`src/rtl/down_counter_cbi_cbo.sv`:
```
// down_counter_cbi_cbo: cascadable down counter with borrow chain, load, reload and one-shot halt
module down_counter_cbi_cbo #(
    parameter int WIDTH = 4,
    parameter logic [WIDTH-1:0] RLD_INIT = {WIDTH{1'b1}}
) (
    input  logic             CLK,
    input  logic             CD,
    input  logic             CBI,
    input  logic             LD,
    input  logic [WIDTH-1:0] D,
    input  logic             RLD_WE,
    input  logic [WIDTH-1:0] RLD,
    input  logic             ONESHOT,
    input  logic             UF_CLR,
    output logic [WIDTH-1:0] Q,
    output logic             CBO,
    output logic             UF,
    output logic             RUN
);
    typedef enum logic {COUNT = 1'b0, HALT = 1'b1} state_t;
    state_t           state_q, state_d;
    logic [WIDTH-1:0] q_q, q_d, rld_q, rld_d;
    logic             uf_q, uf_d;
    logic             zero, run, uf_ev;
    assign zero  = q_q == '0;
    assign run   = state_q == COUNT;
    assign uf_ev = run && CBI && zero && !LD;
    always_comb begin
        q_d     = q_q;
        state_d = state_q;
        rld_d   = RLD_WE ? RLD : rld_q;
        uf_d    = uf_ev || (uf_q && !UF_CLR);
        if (LD) begin
            q_d     = D;
            state_d = COUNT;
        end else if (run && CBI) begin
            // underflow reloads the pre-write reload value
            if (!zero)
                q_d = q_q - 1'b1;
            else if (ONESHOT)
                state_d = HALT;
            else
                q_d = rld_q;
        end
    end
    always_ff @(posedge CLK) begin
        if (CD) begin
            q_q     <= '0;
            rld_q   <= RLD_INIT;
            uf_q    <= 1'b0;
            state_q <= COUNT;
        end else begin
            q_q     <= q_d;
            rld_q   <= rld_d;
            uf_q    <= uf_d;
            state_q <= state_d;
        end
    end
    assign Q   = q_q;
    assign UF  = uf_q;
    assign RUN = run;
    assign CBO = CBI && zero && run;
endmodule

```
`config.mk`:
```
export PLATFORM = sky130hd
export DESIGN_NAME = down_counter_cbi_cbo
export DESIGN_NICKNAME = d
export VERILOG_FILES = /design/src/rtl/down_counter_cbi_cbo.sv
export SDC_FILE = /design/constraint.sdc
export NUM_CORES = 1
export LEC_CHECK = 0
export BUFFER_PORTS_ARGS = -buffer_cell sky130_fd_sc_hd__clkbuf_2
export CORE_MARGIN = 2
export CORE_UTILIZATION = 29
export DETAILED_ROUTE_END_ITERATION = 7
export GPL_TIMING_DRIVEN = 0
export SETUP_SLACK_MARGIN = 0.15
export SLEW_MARGIN = 20
export SYNTH_ARGS = -nofsm -noshare
export SYNTH_HDL_FRONTEND = slang
export SYNTH_SLANG_ARGS = --single-unit
```
`constraint.sdc`:
```
create_clock -name CLK -period 1.8 [get_ports CLK]
set_clock_uncertainty 0.05 [all_clocks]
set_input_delay 0.54 -clock CLK [delete_from_list [all_inputs] [get_ports CLK]]
set_output_delay 0.54 -clock CLK [all_outputs]
set_load 0.01 [all_outputs]
```
Word-level counts from Yosys, hierarchy flattened
Index checks and enable logic that the tools add are counted.
- output and inout port bits: 7
- logic and storage cells: 25
- bits in registers: 10
- bitwise logic cells: 1
- reductions and logical operators: 14
- add/sub/neg operators: 1
- muxes and demuxes: 4
- equal/unequal tests: 1
- operators with widths (operator ; number):
    $mux 4 ; 4
    $logic_and 1x1->1 ; 6
    $logic_not 4->1 ; 1
    $sub 4x1->4 const B ; 1
    $ne 3x3->1 const B ; 1
    $reduce_and 3->1 ; 1
    $logic_not 1->1 ; 2
    $reduce_and 2->1 ; 1
    $reduce_bool 2->1 ; 1
    $reduce_or 2->1 ; 1
    $logic_or 1x1->1 ; 1
    $not 1->1 ; 1

Longest topological paths before layout
Gate-level depths: netlist of run 1.
- word-level depth: 5
- mapped depth: 6
- gate-level depth less buffers: 6

Least setup slack after synthesis of run 1
No wires, ideal clock.
- path type: reg2out
- start: register q_q[0] (netlist: Q[0])
- end: output CBO
- stages on the path, launching flop included: 5
- path slack: -12 ps
- data arrival time: 1222 ps
- path buffers: 0
- required time: 1210 ps
- path through: dfxtp_1 -> inv_1 -> ha_1 -> or3b_4 -> nor2_1
- longest elaborated chain between the ends: 3
- RTL lines (what ; RTL line ; RTL):
    start: declaration ; 22 ; logic [WIDTH-1:0] q_q, q_d, rld_q, rld_d;
    start signal: assignment ; 53 ; q_q <= q_d;
    $logic_not 4->1 ; 25 ; assign zero = q_q == '0;
    $logic_and 1x1->1 (2 in series) ; 62 ; assign CBO = CBI && zero && run;
    end: declaration ; 16 ; output logic CBO,
No other way between the ends.

Final worst setup path of run 1
Same ends and word-level chain as after synthesis.

==> results of run 1 <==
-- flip-flops by register name, summed over array words and instances (netlist names) --
| signal | count |
|---|---|
| state_q | 1 |
| Q | 4 |
| rld_q | 4 |
| UF | 1 |
-- where the power goes --
part           switching, mW  total, mW  internal (mW)
clock                 0.0835      0.207          0.123
sequential            0.0169      0.256          0.239
combinational         0.0818      0.183          0.101
-- critical path, cell delays in order, from the launching register on --
cell and delay, ns:
dfxtp_4 0.35, inv_4 0.06, ha_4 0.13, or3b_4 0.40, nor2_4 0.09, buf_6 0.10
-- cell usage after synthesis, drive strengths merged --
cell type | n | share of area
nor3 | 2 | 0.019
o2bb2a | 1 | 0.019
nand2 | 2 | 0.014
a21oi | 4 | 0.038
nor2 | 7 | 0.050
o21bai | 2 | 0.035
dfxtp | 10 | 0.38
o21ai | 2 | 0.019
a211o | 6 | 0.099
a311oi | 2 | 0.045
or2b | 1 | 0.014
o221a | 1 | 0.021
clkbuf | 2 | 0.014
nor3b | 2 | 0.028
or3b | 1 | 0.021
a31oi | 1 | 0.012
inv | 5 | 0.035
o311a | 1 | 0.021
nor2b | 5 | 0.059
ha | 1 | 0.024
nand2b | 1 | 0.012
and4bb | 1 | 0.024
-- worst paths after layout --
path	start	endpoint	slack (ns)
max	Q[0]	CBO	-0.19
min	RLD[3]	rld_q[3]	0.42
max reg2reg	Q[0]	Q[1]	-0.01
min reg2reg	state_q	state_q	0.47
-- cells in the final DEF (no fill, tap or decap), drive strengths merged --
master  instances
ha              1
a211o           6
nor2b           5
o2bb2a          1
inv             5
or3b            1
o311a           1
clkbuf         24
nand2           2
o21ai           2
o21bai          2
dfxtp          10
and4bb          1
nand2b          1
or2b            1
a21oi           4
o221a           1
nor3            2
nor2            7
a311oi          2
a31oi           1
buf             6
nor3b           2
-- layer usage --
| layer | up-vias | track usage |
|---|---|---|
| met1 | 243 | 0.161 |
| li1 | 276 | - |
| met3 | 3 | 0.0577 |
| met5 | - | 0 |
| met2 | 14 | 0.175 |
| met4 | 0 | 0.0333 |
-- cell type report --
class                   instances  area [um^2]  area share
clock buffers                   4         36.3      0.0468
inverters                       5         21.3      0.0274
plain buffers                   2         7.51     0.00968
flip-flops and latches         10          208       0.268
multi-input cells              43          329       0.424
well taps                      25         31.3      0.0403
repair buffers                 24          143       0.184
-- through the flow --
stage          utilization  area (um^2)  hold WS (ns)  worst slack, ns
3_5_place_dp         0.393          679         0.479           0.0375
3_3_place_gp         0.393          679         0.462           0.0467
4_1_cts              0.436          753         0.408           -0.209
2_1_floorplan            -          553         0.441            0.159
5_1_grt              0.449          776         0.411           -0.232
6_report             0.449          776         0.420           -0.195
-- cells by family (layout without fill, tap and decap cells) --
logic type      after synthesis  after routing  share of synthesized area
compound gates               20             20                      0.309
flops                        10             10                      0.377
simple gates                 22             22                      0.241
fa+ha+maj                     1              1                     0.0236
buf+inv                       7             35                     0.0495
-- repair_timing --
action,in CTS,in global routing
pin swaps,2,2
gates resized for setup,3,5
endpoints found under the setup margin,1,4
buffers inserted,4,1
hold buffers,0,0
==> insert_results.sql, run 1 <==
INSERT INTO impl_metrics (metric_group, metric, value, unit) VALUES
('status', 'run_status', 'finished, violations left', ''),
('status', 'violated_checks', 'setup timing', ''),
('routing', 'detail-route-antenna-nets', '0', ''),
('layout', 'area.growth.synth_to_final', '46.2', '%'),
('routing', 'met3WireLength', '55', 'um'),
('timing', 'fmax', '501', 'MHz'),
('clock_network', 'cts_buffers', '3', ''),
('routing', 'wl_met2', '595', 'um'),
('setup_path', 'setup.worst_path.end_class', 'primary output', ''),
('grt', 'grt_start_max_net_pins', '11', ''),
('grt', 'antenna_violations_before_repair', '0', ''),
('layout', 'num_antenna_cells', '0', ''),
('clock_network', 'cts_tree', 'built', ''),
('placed_design', 'dp_cells', '104', ''),
('logic_synthesis', 'synth.ff_latch_count', '10', ''),
('layout', 'drive_above_1_share', '0.455', ''),
('timing', 'worstMarginPinSlew', '0.472', 'ns'),
('logic_synthesis', 'yosysSeqAreaShare', '0.377', ''),
('timing', 'timing.setup.tns', '-0.204', 'ns'),
('routing', 'via_total_after_detailed_routing', '536', ''),
('timing', 'drv_slew', '0', ''),
('floorplanning', 'floorplan.initialDensity', '0.307', ''),
('setup_path', 'worstPathMaxFanout', '2', ''),
('timing', 'worst_slew_margin_rel', '0.685', ''),
('routing', 'met1Wirelength', '565', 'um'),
('floorplanning', 'placeableCoreArea', '1730', 'um^2'),
('grt', 'grt_usage', '0.121', ''),
('setup_path', 'start_kind', 'flip-flop', ''),
('power_and_ir_drop', 'post_route_total_power', '0.646', 'mW'),
('job', 'cap_viol_max_count', '0', ''),
('timing', 'post_route_fraction_of_the_period_consumed_by_the_critical_path', '1.11', ''),
('grt', 'grt_first_pass_wirelength', '1.84', 'mm'),
('logic_synthesis', 'post_synth_inst_count', '60', ''),
('layout', 'num-fill-cells', '195', ''),
('power_and_ir_drop', 'vdd_drop_max', '0.337', 'mV'),
('timing', 'finalSetupViolCount', '2', ''),
('hold_path', 'min-delay-path-class', 'in2reg', ''),
('timing', 'layout_setup_ws', '-0.195', 'ns'),
('clock_network', 'clk-insertion-delay-late', '0.27', 'ns'),
('timing', 'hold_viol', '0', ''),
('routing', 'detailedRoute.firstPassIterationCount', '4', ''),
('grt', 'grt.overflow.total', '0', ''),
('setup_path', 'worstSetupPathType', 'reg2out', ''),
('logic_synthesis', 'syn_area_per_cell', '8.84', 'um^2'),
('routing', 'dr.first_iter.drc_count', '12', ''),
('hold_path', 'timing.hold.worst_path_depth', '2', ''),
('routing', 'vias_per_std_cell', '4.74', ''),
('setup_path', 'critical_path_required', '1.21', 'ns'),
('floorplanning', 'die_h', '46.8', 'um'),
('routing', 'dr.max_layer_used', 'met4', ''),
('clock_network', 'htree_levels', '1', ''),
('layout', 'layoutNonFillerInstCount', '113', ''),
('layout', 'nets', '105', ''),
('clock_network', 'cts_num_sinks', '10', ''),
('routing', 'detail_route.wl_per_cell', '10.9', 'um'),
('power_and_ir_drop', 'power_per_cell_area', '832', 'nW/um^2'),
('placed_design', 'hpwl', '866', 'um'),
('power_and_ir_drop', 'power.static_leakage', '0.344', 'nW'),
('floorplanning', 'die-area', '2190', 'um^2'),
('floorplanning', 'num_io_pins', '22', ''),
('logic_synthesis', 'post_synth_num_cell_types', '24', ''),
('floorplanning', 'placementRows', '15', ''),
('placed_design', 'place_congestion', '0.792', ''),
('timing', 'rsz0062_at_grt', 'yes', ''),
('placed_design', 'placement.io_buffers', '19', ''),
('clock_network', 'clk_pin_slew_worst_paths', '0.07', 'ns'),
('setup_path', 'cp_data_arrival_time', '1.40', 'ns'),
('setup_path', 'worstRegToRegCells', '7', ''),
('logic_synthesis', 'net_count_after_synthesis', '76', ''),
('routing', 'postRouteWirelength', '1.23', 'mm'),
('clock_network', 'clock-root-buffer', 'clkbuf_4', ''),
('logic_synthesis', 'ys.warnings.count', '0', ''),
('clock_network', 'ctsLongestPathBuffers', '2', ''),
('logic_synthesis', 'post_synthesis_instance_area', '531', 'um^2'),
('grt', 'grt_pass1_vias', '419', ''),
('timing', 'period_needed', '1.99', 'ns'),
('routing', 'route.detailed.drc', '0', ''),
('floorplanning', 'die_w', '46.8', 'um');
No activity file was read; power rests on OpenSTA's default activity.
==> inputs of run 2 (changes only) <==
- BUFFER_PORTS_ARGS: -buffer_cell sky130_fd_sc_hd__clkbuf_2 -> unset
- DONT_BUFFER_PORTS: unset -> 1
==> run 2 against run 1 <==
  * The run still ends with setup timing left
  * Hold slack got worse by 0.082 ns
  * Global-route usage rose by 1.6 points
  * Die area did not move
  * Clock power fell by 26%
  * Cell count fell by 16%
  * Critical path depth fell by 1
  * Combinational power fell by 10%
  * Critical endpoint unchanged
  * Via count fell by 9.5%
  * Clock-buffer cell count fell by 1
  * Core utilization fell by 5.0 points
  * Sequential power rose by 4%
==> insert_results.sql, run 2 (synthesis gave the netlist of run 1 again) <==
INSERT INTO impl_metrics (metric_group, metric, value, unit) VALUES
('grt', 'grt_usage', '0.137', ''),
('setup_path', 'cell_type_group_with_the_largest_total_delay_on_the_critical_path', 'simple AND/OR/NAND/NOR gates', ''),
('floorplanning', 'placementRows', '15', ''),
('grt', 'grt_first_pass_wirelength', '2.02', 'mm'),
('grt', 'antenna_violations_before_repair', '0', ''),
('power_and_ir_drop', 'switching_part_of_the_total_power', '0.297', ''),
('setup_path', 'crit_path_cell_trace', 'inv_4 -> ha_4 -> or3b_4 -> nor2_4', ''),
('setup_path', 'slowest_cell_on_the_critical_path', 'or3b_4', ''),
('floorplanning', 'num_io_pins', '22', ''),
('layout', 'layout.cells.most_common', 'dfxtp_1', ''),
('power_and_ir_drop', 'power.static_leakage', '0.263', 'nW'),
('setup_path', 'critical_path_depth', '4', ''),
('placed_design', 'placement.io_buffers', '0', ''),
('setup_path', 'critical_path_required', '1.21', 'ns'),
('grt', 'grt.overflow.total', '0', ''),
('status', 'violated_checks', 'setup timing', ''),
('timing', 'drv_slew', '0', ''),
('timing', 'layout_setup_ws', '-0.147', 'ns'),
('power_and_ir_drop', 'power_frac_seq', '0.456', ''),
('timing', 'worst_slew_margin_rel', '0.683', ''),
('layout', 'num_antenna_cells', '0', ''),
('timing', 'post_route_fraction_of_the_period_consumed_by_the_critical_path', '1.08', ''),
('layout', 'layoutNonFillerInstCount', '95', ''),
('clock_network', 'htree_levels', '1', ''),
('power_and_ir_drop', 'vdd_drop_max', '0.328', 'mV'),
('clock_network', 'cts_tree', 'built', ''),
('clock_network', 'cts_buffers', '3', ''),
('power_and_ir_drop', 'internal_power', '0.411', 'mW'),
('grt', 'groute.layer.met2.usage', '0.219', ''),
('power_and_ir_drop', 'share_comb_of_total_power', '0.280', ''),
('routing', 'via_total_after_detailed_routing', '485', ''),
('setup_path', 'worstPathMaxFanout', '5', ''),
('hold_path', 'min-delay-path-class', 'in2reg', ''),
('clock_network', 'ctsLongestPathBuffers', '2', ''),
('clock_network', 'clk-insertion-delay-late', '0.26', 'ns'),
('layout', 'drive_above_1_share', '0.329', ''),
('layout', 'layout_common_cells', 'dfxtp_1, nor2_1, a211o_1, nor2b_1, buf_4', ''),
('floorplanning', 'placeableCoreArea', '1730', 'um^2'),
('clock_network', 'cts_hold_buf', '0', ''),
('power_and_ir_drop', 'power_per_cell_area', '848', 'nW/um^2'),
('floorplanning', 'die_h', '46.8', 'um'),
('timing', 'worstMarginPinSlew', '0.475', 'ns'),
('power_and_ir_drop', 'post_route_total_power', '0.585', 'mW'),
('power_and_ir_drop', 'net-switching-power', '0.174', 'mW'),
('layout', 'nets', '88', ''),
('layout', 'final_area', '689', 'um^2'),
('placed_design', 'placed_cell_area', '584', 'um^2'),
('routing', 'vias_per_std_cell', '5.11', ''),
('clock_network', 'cts_num_sinks', '10', ''),
('setup_path', 'worstRegToRegCells', '7', ''),
('setup_path', 'setup.worst_path.end_class', 'primary output', ''),
('grt', 'grt_util_met1', '0.163', ''),
('setup_path', 'worstSetupPathType', 'reg2out', ''),
('routing', 'detailedRoute.firstPassIterationCount', '4', ''),
('grt', 'gr-usage-met3', '0.0500', ''),
('timing', 'finalSetupViolCount', '2', ''),
('setup_path', 'start_kind', 'flip-flop', ''),
('routing', 'detail-route-antenna-nets', '0', ''),
('clock_network', 'clock-root-buffer', 'clkbuf_4', ''),
('clock_network', 'clk_pin_slew_worst_paths', '0.07', 'ns'),
('routing', 'dr.first_iter.drc_count', '12', ''),
('grt', 'grt-busiest-layer', 'met2', ''),
('status', 'run_status', 'finished, violations left', ''),
('grt', 'grt_start_max_net_pins', '11', ''),
('power_and_ir_drop', 'pwr-share-clk', '0.263', ''),
('routing', 'route.detailed.drc', '0', ''),
('routing', 'postRouteWirelength', '1.34', 'mm'),
('placed_design', 'place_congestion', '0.782', ''),
('layout', 'area.growth.synth_to_final', '30.0', '%'),
('setup_path', 'cp.buffers_inverters', '1', ''),
('floorplanning', 'die-area', '2190', 'um^2'),
('timing', 'rsz0062_at_grt', 'yes', ''),
('floorplanning', 'floorplan.initialDensity', '0.307', ''),
('placed_design', 'dp_cells', '85', ''),
('setup_path', 'critPathMaxStageDelay', '0.40', 'ns'),
('timing', 'hold_viol', '0', ''),
('routing', 'detail_route.wl_per_cell', '14.1', 'um'),
('job', 'cap_viol_max_count', '0', ''),
('setup_path', 'cp_data_arrival_time', '1.36', 'ns'),
('timing', 'post_route_worst_hold_slack', '0.338', 'ns'),
('layout', 'num-fill-cells', '187', ''),
('floorplanning', 'die_w', '46.8', 'um'),
('timing', 'period_needed', '1.95', 'ns'),
('placed_design', 'hpwl', '914', 'um'),
('timing', 'fmax', '514', 'MHz'),
('hold_path', 'timing.hold.worst_path_depth', '1', ''),
('grt', 'grt_pass1_vias', '438', '');
[run 2: worst register-to-register path, cell delays in order (launching register included)]
cell      delay (ns)
dfxtp_4         0.37
inv_4           0.06
ha_4            0.14
or3b_4          0.40
buf_4           0.15
buf_6           0.11
a211o_1         0.26
a311oi_2        0.22
[run 2: worst paths after layout]
| path | from | end | slack [ns] |
|---|---|---|---|
| max | Q[1] | CBO | -0.15 |
| min | RLD_WE | rld_q[1] | 0.34 |
| max reg2reg | Q[1] | Q[1] | -0.04 |
| min reg2reg | state_q | state_q | 0.48 |
[run 2: area by class of cell]
| cell class | instances | area (um^2) | area share |
|---|---|---|---|
| buffer | 2 | 7.51 | 0.0109 |
| inverter | 5 | 23.8 | 0.0345 |
| clock buffer | 3 | 22.5 | 0.0327 |
| sequential | 10 | 208 | 0.301 |
| timing repair buffer | 7 | 60.1 | 0.0871 |
| tap | 25 | 31.3 | 0.0454 |
| multi-input combinational | 43 | 337 | 0.488 |
[run 2: power groups by stage]
stage	combinational [mW]	clock, mW	sequential [mW]
global route	0.179	0.168	0.272
floorplan	0.101	0	0.265
global placement	0.115	0	0.270
CTS	0.134	0.157	0.266
finish	0.164	0.154	0.267
detailed placement	0.119	0	0.271
[run 2: what timing repair did]
item | 4_1_cts | 5_1_grt
gates cloned | 0 | 0
endpoints found under the setup margin | 2 | 4
setup buffers | 2 | 5
gates resized for setup | 4 | 6
pin swaps | 2 | 10
[run 2: routing by layer]
metal	up-vias	routed length, um	part of all wire
met4	0	19	0.014
met3	3	52	0.039
li1	243	-	-
met2	15	690	0.52
met1	224	576	0.43
met5	-	0	0
[run 2: per-stage QoR]
step | util | TNS [ns] | worst slack [ns]
floorplan | - | 0 | 0.159
global placement | 0.338 | 0 | 0.110
global route | 0.399 | -0.271 | -0.182
detailed placement | 0.338 | 0 | 0.0943
finish | 0.399 | -0.185 | -0.147
CTS | 0.369 | -0.184 | -0.184
==> inputs of run 3 (changes only) <==
- ABC_AREA: unset -> 1
==> run 3 against run 2 <==
  * The run now ends clean
  * Combinational power is essentially flat
  * Critical path depth is the same
  * Global-route usage up 0.28 points
  * Hold slack lost 0.071 ns
  * Via count is 12% higher
  * Cell count grew 22%
  * Sequential share of layout area rose by 0.28 points
  * Register-to-register slack improved by 0.32 ns
  * Die area is 4.3% higher
==> insert_results.sql, run 3 <==
INSERT INTO impl_metrics (metric_group, metric, value, unit) VALUES
('placed_design', 'dp_cells', '108', ''),
('timing', 'finalSetupViolCount', '0', ''),
('grt', 'grt_first_pass_wirelength', '2.07', 'mm'),
('power_and_ir_drop', 'power_per_cell_area', '938', 'nW/um^2'),
('timing', 'fmax', '604', 'MHz'),
('layout', 'layoutNonFillerInstCount', '116', ''),
('logic_synthesis', 'ys.warnings.count', '0', ''),
('grt', 'grt_usage', '0.140', ''),
('power_and_ir_drop', 'share_comb_of_total_power', '0.259', ''),
('logic_synthesis', 'yosysSeqAreaShare', '0.360', ''),
('timing', 'layout_setup_ws', '0.145', 'ns'),
('grt', 'antenna_violations_before_repair', '0', ''),
('floorplanning', 'placeableCoreArea', '1760', 'um^2'),
('floorplanning', 'floorplan.initialDensity', '0.315', ''),
('timing', 'worst_slew_margin_rel', '0.813', ''),
('layout', 'core_occupancy_in_the_finished_layout', '0.387', ''),
('placed_design', 'hpwl', '988', 'um'),
('logic_synthesis', 'post_synthesis_instance_area', '556', 'um^2'),
('setup_path', 'worstSetupPathType', 'reg2out', ''),
('floorplanning', 'placementRows', '15', ''),
('timing', 'hold_viol', '0', ''),
('setup_path', 'start_kind', 'flip-flop', ''),
('hold_path', 'holdCritStartpoint', 'CD', ''),
('routing', 'detail_route.wl_per_cell', '11.7', 'um'),
('setup_path', 'worstPathMaxFanout', '4', ''),
('routing', 'via_total_after_detailed_routing', '544', ''),
('hold_path', 'worstHoldEndpoint', 'Q[0]', ''),
('clock_network', 'cts_num_sinks', '10', ''),
('logic_synthesis', 'synth_top_cells_by_area', 'dfxtp_1, nand2_1, nand3_1, nor2_1, a21oi_1', ''),
('setup_path', 'regToRegSetupSlack', '0.28', 'ns'),
('logic_synthesis', 'net_count_after_synthesis', '99', ''),
('routing', 'detailedRoute.firstPassIterationCount', '4', ''),
('clock_network', 'clock-root-buffer', 'clkbuf_4', ''),
('timing', 'worstMarginPinSlew', '0.280', 'ns'),
('layout', 'num-fill-cells', '209', ''),
('grt', 'grt_pass1_vias', '497', ''),
('timing', 'drv_slew', '0', ''),
('logic_synthesis', 'yosysMostFrequentCell', 'nand2_1', ''),
('hold_path', 'timing.hold.worst_path_depth', '1', ''),
('floorplanning', 'die-area', '2280', 'um^2'),
('layout', 'drive_above_1_share', '0.275', ''),
('setup_path', 'rr_startpoint', 'Q[0]', ''),
('floorplanning', 'die_w', '47.8', 'um'),
('power_and_ir_drop', 'vdd_drop_max', '0.350', 'mV'),
('routing', 'dr.first_iter.drc_count', '3', ''),
('timing', 'post_route_worst_hold_slack', '0.267', 'ns'),
('routing', 'detail-route-antenna-nets', '0', ''),
('floorplanning', 'die_h', '47.8', 'um'),
('setup_path', 'critical_path_required', '1.21', 'ns'),
('setup_path', 'cp_data_arrival_time', '1.06', 'ns'),
('hold_path', 'min-delay-path-class', 'in2reg', ''),
('clock_network', 'clk-insertion-delay-late', '0.27', 'ns'),
('layout', 'layout.cells.most_common', 'nand2_1', ''),
('logic_synthesis', 'dominantRegCellSynth', 'dfxtp_1', ''),
('routing', 'route.detailed.drc', '0', ''),
('routing', 'vias_per_std_cell', '4.69', ''),
('layout', 'area.growth.synth_to_final', '23.0', '%'),
('grt', 'grt.overflow.total', '0', ''),
('timing', 'timing.setup.tns', '0', 'ns'),
('layout', 'nets', '108', ''),
('setup_path', 'worstRegToRegCells', '9', ''),
('placed_design', 'placement.io_buffers', '0', ''),
('power_and_ir_drop', 'net-switching-power', '0.206', 'mW'),
('grt', 'grt_start_max_net_pins', '10', ''),
('power_and_ir_drop', 'power_frac_seq', '0.416', ''),
('power_and_ir_drop', 'internal_power', '0.435', 'mW'),
('layout', 'num_antenna_cells', '0', ''),
('power_and_ir_drop', 'power.static_leakage', '0.318', 'nW'),
('clock_network', 'cts_buffers', '3', ''),
('power_and_ir_drop', 'switching_part_of_the_total_power', '0.322', ''),
('logic_synthesis', 'syn_area_per_cell', '6.69', 'um^2'),
('logic_synthesis', 'synth_enable_flop_cells', '0', ''),
('timing', 'post_route_fraction_of_the_period_consumed_by_the_critical_path', '0.919', ''),
('status', 'run_status', 'finished clean', ''),
('clock_network', 'ctsLongestPathBuffers', '2', ''),
('timing', 'rsz0062_at_grt', 'yes', ''),
('setup_path', 'setup.worst_path.end_class', 'primary output', ''),
('clock_network', 'htree_levels', '1', ''),
('logic_synthesis', 'synth.ff_latch_count', '10', ''),
('clock_network', 'cts_tree', 'built', ''),
('placed_design', 'preCtsSetupSlack', '0.118', 'ns'),
('job', 'cap_viol_max_count', '0', ''),
('logic_synthesis', 'post_synth_inst_count', '83', ''),
('layout', 'layout_common_cells', 'nand2_1, nor2_1, dfxtp_1, nand3_1', ''),
('placed_design', 'place_congestion', '0.757', ''),
('routing', 'postRouteWirelength', '1.35', 'mm'),
('clock_network', 'clk_pin_slew_worst_paths', '0.07', 'ns'),
('power_and_ir_drop', 'pwr-share-clk', '0.326', ''),
('logic_synthesis', 'yosys-top-cells-count', 'nand2_1, dfxtp_1, nor2_1', ''),
('logic_synthesis', 'post_synth_num_cell_types', '17', ''),
('timing', 'period_needed', '1.65', 'ns'),
('floorplanning', 'num_io_pins', '22', ''),
('logic_synthesis', 'cell_type_with_the_largest_total_area_after_synthesis', 'dfxtp_1', ''),
('setup_path', 'worst_r2r_endpoint', 'Q[2]', ''),
('logic_synthesis', 'async_set_or_reset_flop_fraction_in_the_synthesized_netlist', '0', ''),
('logic_synthesis', 'synth.top_cell.area_share', '0.360', '');
-- run 3: worst max-delay path by stage --
stage | start | to | slack, ns | depth (start not counted)
2_1_floorplan | Q[0] | CBO | 0.22 | 4
3_3_place_gp | Q[0] | CBO | 0.14 | 4
3_5_place_dp | Q[0] | CBO | 0.12 | 4
4_1_cts | Q[0] | CBO | 0.15 | 4
5_1_grt | Q[0] | CBO | 0.1 | 4
6_report | Q[0] | CBO | 0.15 | 4
-- run 3: metal layers --
metal	share of wire	global-route usage	up-vias	wire length (um)
met5	0	0	-	0
met4	0.036	0.0973	0	48
met3	0.094	0.0868	6	127
met2	0.45	0.205	22	605
met1	0.42	0.147	233	569
li1	-	-	283	-
-- run 3: cells by family (layout without fill, tap and decap cells) --
kind of cell    Yosys count  after routing  share of synthesized area
flops                    10             10                      0.360
buf+inv                  14             22                      0.104
simple gates             45             45                      0.369
compound gates           13             13                      0.144
fa+ha+maj                 1              1                     0.0225
-- run 3: final cells by class --
type,instances,area [um^2],area share
Clock buffer,4,36.3,0.0531
Multi-Input combinational cell,59,318,0.465
Inverter,14,60.1,0.0879
Timing Repair Buffer,4,30.0,0.0440
Sequential cell,10,208,0.304
Tap cell,25,31.3,0.0458
-- run 3: repair_timing --
item | 4_1_cts | 5_1_grt
endpoints found under the setup margin | 1 | 1
setup buffers | 1 | 3
resized for setup | 10 | 1
pin swaps | 2 | 2
hold buffers | 0 | 0
cloned | 0 | 0
-- run 3: through the flow --
stage / cell area, um^2 / power (mW)
floorplan: 556 / 0.376
global placement: 587 / 0.395
finish: 683 / 0.640
CTS: 658 / 0.636
global route: 683 / 0.684
detailed placement: 587 / 0.400
-- run 3: critical path, stage by stage, from the launching register on --
cell	delay (ns)
dfxtp_4	0.37
inv_4	0.07
ha_4	0.14
nand3_4	0.07
nor2_4	0.13
-- run 3: power by group through the flow --
stage	combinational, mW	sequential (mW)	clock (mW)
detailed placement	0.131	0.269	0
floorplan	0.112	0.264	0
CTS	0.150	0.266	0.220
global route	0.187	0.270	0.227
finish	0.166	0.266	0.209
global placement	0.126	0.269	0
